`src/rtl/utopia_rx_cell_assembler_pkg.sv`:
```
// rtl/utopia_rx_cell_assembler_pkg.sv - shared UNI cell types, constants and HEC CRC helper
package utopia_pkg;

  localparam int         CellBytes = 53;
  localparam int         CellBits  = CellBytes * 8;
  localparam logic [7:0] HecCoset  = 8'h55;

  typedef struct packed {
    logic [3:0]       gfc;
    logic [7:0]       vpi;
    logic [15:0]      vci;
    logic [2:0]       pt;
    logic             clp;
    logic [7:0]       hec;
    logic [47:0][7:0] payload;
  } uni_cell_t;

  typedef enum logic [1:0] {
    RX_HUNT    = 2'd0,
    RX_RECV    = 2'd1,
    RX_DISCARD = 2'd2,
    RX_STALL   = 2'd3
  } rx_state_e;

  // CRC-8, x^8+x^2+x+1, init 0, header bits taken MSB first
  function automatic logic [7:0] hec_crc8(input logic [31:0] hdr);
    logic [7:0] crc;
    crc = 8'h00;
    for (int i = 31; i >= 0; i--) begin
      if (crc[7] ^ hdr[i]) begin
        crc = {crc[6:0], 1'b0} ^ 8'h07;
      end else begin
        crc = {crc[6:0], 1'b0};
      end
    end
    return crc;
  endfunction

endpackage

```
`src/rtl/utopia_rx_cell_assembler_if.sv`:
```
// rtl/utopia_rx_cell_assembler_if.sv - Utopia L1 receive port plus assembled-cell output handshake
interface utopia_rx_cell_assembler_if;
  import utopia_pkg::*;

  logic [7:0]          rx_data;
  logic                rx_soc;
  logic                rx_clav;
  logic                rx_en_n;
  logic [CellBits-1:0] out_cell;
  logic                out_valid;
  logic                out_ready;

  modport master (
    input  rx_data, rx_soc, rx_clav, out_ready,
    output rx_en_n, out_cell, out_valid
  );

  modport slave (
    output rx_data, rx_soc, rx_clav, out_ready,
    input  rx_en_n, out_cell, out_valid
  );

endinterface

```
`src/rtl/hec_crc8_check.sv`:
```
// rtl/hec_crc8_check.sv - combinational HEC check of a received header byte against bytes 0-3
module hec_crc8_check
  import utopia_pkg::*;
#(
  parameter logic [7:0] Coset = 8'h55
) (
  input  logic [31:0] hdr_i,
  input  logic [7:0]  hec_i,
  output logic        hec_ok_o
);

  assign hec_ok_o = ((hec_crc8(hdr_i) ^ Coset) == hec_i);

endmodule

```
`src/rtl/utopia_rx_cell_assembler.sv`:
```
// rtl/utopia_rx_cell_assembler.sv - Utopia L1 receive master: cell framing, HEC check, output hold
module utopia_rx_cell_assembler
  import utopia_pkg::*;
#(
  parameter int         CellBytes = 53,
  parameter logic [7:0] HecCoset  = 8'h55,
  parameter int         CntW      = 16
) (
  input  logic                       clk,
  input  logic                       rst,
  utopia_rx_cell_assembler_if.master bus,
  output logic [CntW-1:0]            good_cnt,
  output logic [7:0]                 hec_err_cnt,
  output logic [7:0]                 runt_cnt
);

  localparam int         CellW   = CellBytes * 8;
  localparam logic [5:0] LastIdx = 6'(CellBytes - 1);
  localparam logic [5:0] HecIdx  = 6'd4;

  localparam logic [1:0] ST_HUNT    = RX_HUNT;
  localparam logic [1:0] ST_RECV    = RX_RECV;
  localparam logic [1:0] ST_DISCARD = RX_DISCARD;
  localparam logic [1:0] ST_STALL   = RX_STALL;

  logic [1:0]                 state_q, state_d;
  logic [5:0]                 idx_q, idx_d;
  logic [CellBytes-1:0][7:0]  asm_q, asm_d;
  logic [CellW-1:0]           cell_q, cell_d;
  logic                       valid_q, valid_d;
  logic                       en_n_q, en_n_d;
  logic [CntW-1:0]            good_q, good_d;
  logic [7:0]                 hec_q, hec_d;
  logic [7:0]                 runt_q, runt_d;

  logic cap;
  logic out_free;
  logic hec_ok;

  assign cap      = !en_n_q && bus.rx_clav;
  assign out_free = !valid_q || bus.out_ready;

  hec_crc8_check #(.Coset(HecCoset)) u_hec (
    .hdr_i    (asm_q[CellBytes-1 -: 4]),
    .hec_i    (bus.rx_data),
    .hec_ok_o (hec_ok)
  );

  // Byte 0 of the cell lives in the top element so asm_q maps straight onto out_cell
  always_comb begin
    state_d = state_q;
    idx_d   = idx_q;
    asm_d   = asm_q;
    cell_d  = cell_q;
    valid_d = valid_q;
    en_n_d  = 1'b0;
    good_d  = good_q;
    hec_d   = hec_q;
    runt_d  = runt_q;

    if (valid_q && bus.out_ready) begin
      valid_d = 1'b0;
    end

    case (state_q)
      ST_HUNT: begin
        if (cap && bus.rx_soc) begin
          asm_d[LastIdx] = bus.rx_data;
          idx_d          = 6'd1;
          state_d        = ST_RECV;
        end
      end
      ST_RECV: begin
        if (cap) begin
          if (bus.rx_soc) begin
            runt_d         = (runt_q == 8'hFF) ? runt_q : runt_q + 8'd1;
            asm_d[LastIdx] = bus.rx_data;
            idx_d          = 6'd1;
          end else begin
            asm_d[LastIdx - idx_q] = bus.rx_data;
            if (idx_q == HecIdx && !hec_ok) begin
              hec_d   = (hec_q == 8'hFF) ? hec_q : hec_q + 8'd1;
              idx_d   = idx_q + 6'd1;
              state_d = ST_DISCARD;
            end else if (idx_q == LastIdx) begin
              idx_d = 6'd0;
              if (out_free) begin
                cell_d  = asm_d;
                valid_d = 1'b1;
                good_d  = good_q + CntW'(1);
                state_d = ST_HUNT;
              end else begin
                en_n_d  = 1'b1;
                state_d = ST_STALL;
              end
            end else begin
              idx_d = idx_q + 6'd1;
            end
          end
        end
      end
      ST_DISCARD: begin
        if (cap) begin
          if (bus.rx_soc) begin
            asm_d[LastIdx] = bus.rx_data;
            idx_d          = 6'd1;
            state_d        = ST_RECV;
          end else if (idx_q == LastIdx) begin
            idx_d   = 6'd0;
            state_d = ST_HUNT;
          end else begin
            idx_d = idx_q + 6'd1;
          end
        end
      end
      ST_STALL: begin
        // Enable stays high through the exit cycle so the PHY restarts one edge later
        en_n_d = 1'b1;
        if (out_free) begin
          cell_d  = asm_q;
          valid_d = 1'b1;
          good_d  = good_q + CntW'(1);
          state_d = ST_HUNT;
        end
      end
      default: begin
        state_d = ST_HUNT;
        idx_d   = 6'd0;
      end
    endcase
  end

  always_ff @(posedge clk or negedge rst) begin
    if (!rst) begin
      state_q <= ST_HUNT;
      idx_q   <= 6'd0;
      asm_q   <= '0;
      cell_q  <= '0;
      valid_q <= 1'b0;
      en_n_q  <= 1'b1;
      good_q  <= '0;
      hec_q   <= 8'd0;
      runt_q  <= 8'd0;
    end else begin
      state_q <= state_d;
      idx_q   <= idx_d;
      asm_q   <= asm_d;
      cell_q  <= cell_d;
      valid_q <= valid_d;
      en_n_q  <= en_n_d;
      good_q  <= good_d;
      hec_q   <= hec_d;
      runt_q  <= runt_d;
    end
  end

  assign bus.rx_en_n   = en_n_q;
  assign bus.out_cell  = cell_q;
  assign bus.out_valid = valid_q;
  assign good_cnt      = good_q;
  assign hec_err_cnt   = hec_q;
  assign runt_cnt      = runt_q;

endmodule

```
`src/flat_wrapper.sv`:
```
// flat-port wrapper written by rule: the top's interface ports become plain ports
module utopia_rx_cell_assembler_flat import utopia_pkg::*;
#(
  parameter int         CellBytes = 53,
  parameter logic [7:0] HecCoset  = 8'h55,
  parameter int         CntW      = 16
)
  (clk, rst, good_cnt, hec_err_cnt, runt_cnt, bus_rx_data, bus_rx_soc, bus_rx_clav, bus_out_ready, bus_rx_en_n, bus_out_cell, bus_out_valid);
  utopia_rx_cell_assembler_if bus_i ();
  input  logic clk;
  input  logic rst;
  output logic [CntW-1:0] good_cnt;
  output logic [7:0] hec_err_cnt;
  output logic [7:0] runt_cnt;
  input wire logic [$bits(bus_i.rx_data)-1:0] bus_rx_data;
  input wire logic [$bits(bus_i.rx_soc)-1:0] bus_rx_soc;
  input wire logic [$bits(bus_i.rx_clav)-1:0] bus_rx_clav;
  input wire logic [$bits(bus_i.out_ready)-1:0] bus_out_ready;
  output wire logic [$bits(bus_i.rx_en_n)-1:0] bus_rx_en_n;
  output wire logic [$bits(bus_i.out_cell)-1:0] bus_out_cell;
  output wire logic [$bits(bus_i.out_valid)-1:0] bus_out_valid;
  assign bus_i.rx_data = bus_rx_data;
  assign bus_i.rx_soc = bus_rx_soc;
  assign bus_i.rx_clav = bus_rx_clav;
  assign bus_i.out_ready = bus_out_ready;
  assign bus_rx_en_n = bus_i.rx_en_n;
  assign bus_out_cell = bus_i.out_cell;
  assign bus_out_valid = bus_i.out_valid;
  utopia_rx_cell_assembler #(.CellBytes(CellBytes), .HecCoset(HecCoset), .CntW(CntW)) u_core (.clk(clk), .rst(rst), .bus(bus_i), .good_cnt(good_cnt), .hec_err_cnt(hec_err_cnt), .runt_cnt(runt_cnt));
endmodule
```
`config.mk`:
```
export PLATFORM = sky130hd
export DESIGN_NAME = utopia_rx_cell_assembler_flat
export DESIGN_NICKNAME = d
export VERILOG_FILES = /design/src/rtl/utopia_rx_cell_assembler_pkg.sv /design/src/rtl/utopia_rx_cell_assembler_if.sv /design/src/rtl/hec_crc8_check.sv /design/src/rtl/utopia_rx_cell_assembler.sv /design/src/flat_wrapper.sv
export SDC_FILE = /design/constraint.sdc
export NUM_CORES = 2
export LEC_CHECK = 0
export BUFFER_PORTS_ARGS = -buffer_cell sky130_fd_sc_hd__buf_2
export CAP_MARGIN = 20
export CORE_AREA = 2 2 303 305
export CTS_BUF_LIST = sky130_fd_sc_hd__clkbuf_4
export DETAILED_ROUTE_END_ITERATION = 10
export DIE_AREA = 0 0 305 307
export GPL_TIMING_DRIVEN = 0
export HOLD_SLACK_MARGIN = 0.12
export PLACE_DENSITY = 0.72
export SLEW_MARGIN = 20
export SYNTH_ARGS = -nofsm -noshare
export SYNTH_HDL_FRONTEND = slang
export SYNTH_SLANG_ARGS = --single-unit
```
`constraint.sdc`:
```
create_clock -name clk -period 5.6 [get_ports clk]
set_input_delay 0.28 -clock clk [delete_from_list [all_inputs] [get_ports clk]]
set_output_delay 0.28 -clock clk [all_outputs]
set_load 0.02 [all_outputs]
```
==> impl_metrics.toml <==
[status]
status = "completed"

[cts]
postCtsSetupRepairBufs = 0
cts_tree = "built"
cts.reportedPaths.clkPinSlew_ns = 0.07
clkLatencyLatePin_ns = 1.12
clock_path_buffers = 3
cts.repair.resized = 0
cts_root_buf = "clkbuf_4"
cts_hold_buf = 14
cts_max_level = 4
cts.sinks = 890
cts_inserted_buffers = 224

[pwr]
power_uw = 25510
power_frac_clock_pct = 21.4
power_switching_uw = 10520
p_comb_share_pct = 42.0
p_int_uw = 15000
switching_share_pct = 41.22
p_leak_uw = 0.02501
p_per_area_mw_per_mm2 = 560.3
ir_worst_vdd_mv = 0.7059
sequentialPowerShare_pct = 36.6

[sta]
worst_pin_slew_ns = 1.229
hold_violations = 0
rsz0062_at_grt = "false"
setup_viol = 0
fin_hold_ws_ns = 0.2790
maxSlewViolCount = 0
relSlewSlack_pct = 18.06
fin_worst_skew_ns = 0.06755
final.min_clock_period_ns = 4.213
min_period_over_period_pct = 75.24
tns_ns = 0
timing.fmax_mhz = 237.3

[route]
wl_mm = 125.1
drc_errors = 0
wl_per_cell_um = 23.80
num_vias = 28460
vias_per_cell = 5.415
drt_iter0_markers = 2135
drt_first_pass_iters = 6
postRouteAntennaNets = 0

[placed_design]
gp_congestion = 0.8930
dp_hpwl_mm = 87.39
port_buffers = 462

[layout]
nets = 3932
num-fill-cells = 8163
area_growth_pct = 18.14
drive_gt1_share_pct = 31.35

[grt]
grt_pass1_wl_mm = 182.6
grt-busiest-layer = "met2"
grtUsageMet1_pct = 33.78
grt_pass1_vias = 28760
use_met2_pct = 42.21
grt-ovfl-total = 0
grtUsageTotal_pct = 26.38
grt_use_met3_pct = 7.209
grt_max_degree = 136
antenna_found_initial = 5

[setup_path]
cp-start-kind = "flop"
path_class = "reg2reg"
critPathSlowestCell = "nor3_1"
critPathMaxStageDelay_ns = 0.83
path_delay_family = "simple AND/OR/NAND/NOR gates"
arrival_ns = 5.19
required_ns = 6.58
cp_num_buf_inv = 3
cp-end-kind = "flop"
cp_cell_sequence = "clkbuf_1 > inv_1 > ha_1 > xnor2_1 > nor3_1 > clkbuf_2 > nand2_1 > mux2i_1 > a21oi_1"
path_max_fanout = 10

[die]
die_area_mm2 = 0.09364
die_y_um = 307
rows = 111
fp.coreArea_mm2 = 0.09069
initial_core_util_pct = 42.50
die_x_um = 305
io_pins = 471

[synthesis]
synthesis.instances = 3201
synth_enable_flop_cells = 0
synthTopCellsByCount = "dfrtp_1, nor2_1, a21oi_1, mux2_2, mux2i_1"
yosys_warnings = 0
ys_seq_elements = 890
syn_nets = 3223
async_reset_ff_share_pct = 100.0
synth_top_area_share_pct = 57.71
synth_area_leaders = "dfrtp_1, mux2_2, mux2i_1, a21oi_1, nor2_1"
ys_types = 50
ys.flop_type = "dfrtp_1"
synthMostInstantiatedCell = "dfrtp_1"
ys_seq_area_share_pct = 57.78
syn_area_per_cell_um2 = 12.04
synth_area_mm2 = 0.03855
netlist.top_cell.by_area = "dfrtp_1"

[worst_hold_path]
holdCritPathClass = "in2reg"

[flow_run]
max_cap_violations = 0
[cells by family after synthesis]
group / Yosys count / share of synthesized area (%)
AOI/OAI and AO/OA: 458 / 6.099
xor gates and xnor gates: 111 / 3.324
adders and majority gates: 9 / 0.2921
buffers and inverters: 224 / 2.223
DFF: 890 / 57.78
muxes: 850 / 23.47
and+or+nand+nor: 659 / 6.813
[metrics by stage]
| stage | utilization (%) | std cells | cell area, um2 | worst slack, ns |
|---|---|---|---|---|
| finish | 50.21 | 5256 | 45540 | 1.387 |
| global route | 50.21 | 5256 | 45540 | 1.009 |
| CTS | 50.20 | 5253 | 45530 | 1.218 |
| detailed placement | 46.94 | 4856 | 42570 | 1.275 |
| global placement | 46.69 | 4849 | 42340 | -14.93 |
| floorplan | - | 3201 | 38550 | 2.491 |
[path summary, 6_finish.rpt]
kind,start,endpoint,slack [ns],cells after the start
max,u_core.idx_q[0],u_core.bus.out_cell[423],1.39,9
min,bus_rx_data[3],u_core.bus.out_cell[315],0.28,4
max reg2reg,u_core.idx_q[0],u_core.bus.out_cell[423],1.39,9
min reg2reg,u_core.good_cnt[15],u_core.good_cnt[15],0.47,1
max in group asynchronous,rst,u_core.bus.out_cell[37],3.27,7
min in group asynchronous,rst,u_core.asm_q[203],0.36,4
[power by group through the flow]
stage               sequential, uW  combinational (uW)  clock [uW]
global route                  9490               11500        5890
floorplan                    11100                5240           0
CTS                           9310               10700        5570
detailed placement            9410               10700           0
global placement              9400               10500           0
finish                        9330               10700        5460
[state kept, by name (all words and copies together) (netlist names)]
signal                cells
u_core.asm_q            424
u_core.bus.out_cell     424
u_core.good_cnt          16
u_core.hec_err_cnt        8
u_core.runt_cnt           8
u_core.idx_q              6
u_core.state_q            2
u_core.bus.out_valid      1
u_core.bus.rx_en_n        1
[cell type report]
cell class | instances | area, um2 | share of cell area (%)
Antenna cell | 3 | 7.507 | 0.01649
Buffer | 213 | 825.8 | 1.813
Sequential cell | 890 | 22270 | 48.91
Tap cell | 1186 | 1484 | 3.259
Clock inverter | 54 | 329.1 | 0.7226
Timing Repair Buffer | 483 | 2678 | 5.880
Multi-Input combinational cell | 2087 | 15430 | 33.88
Clock buffer | 329 | 2470 | 5.424
Inverter | 11 | 41.29 | 0.09067
[tightest hold or removal path: cells and delay by family]
kind / cells / cell delay, ns
compound gates: 1 / 0.08
buf+inv: 2 / 0.75
mux: 1 / 0.23
[cells in the final DEF, fill, tap and decap left out, drive strengths merged, types with 3 or more instances in the layout]
master	Yosys	layout
buf	12	482
nor2	456	456
nand2b	5	5
xor2	28	28
a31oi	6	6
clkinv	0	43
xnor3	17	17
a21oi	428	428
nor3	14	14
nand2	135	135
inv	11	19
nor2b	6	6
ha	9	9
xnor2	65	65
o21a	3	3
o22ai	3	3
or3	3	3
and2	3	3
o21ai	11	11
mux2i	424	424
nor4	4	4
nand4	10	10
mux2	426	426
dlygate4sd3	0	13
dfrtp	889	889
clkbuf	201	530
nand3	14	14
diode	0	3
[per-layer routing]
layer  wire length, um  part of all wire [%]  vias up
met4              4459                   3.6        0
met5                 0                     0        -
met2             59490                    48     1021
met3              9253                   7.4      221
met1             51900                    41    14590
li1                  -                     -    12630
(Power assumes the default switching activity.)
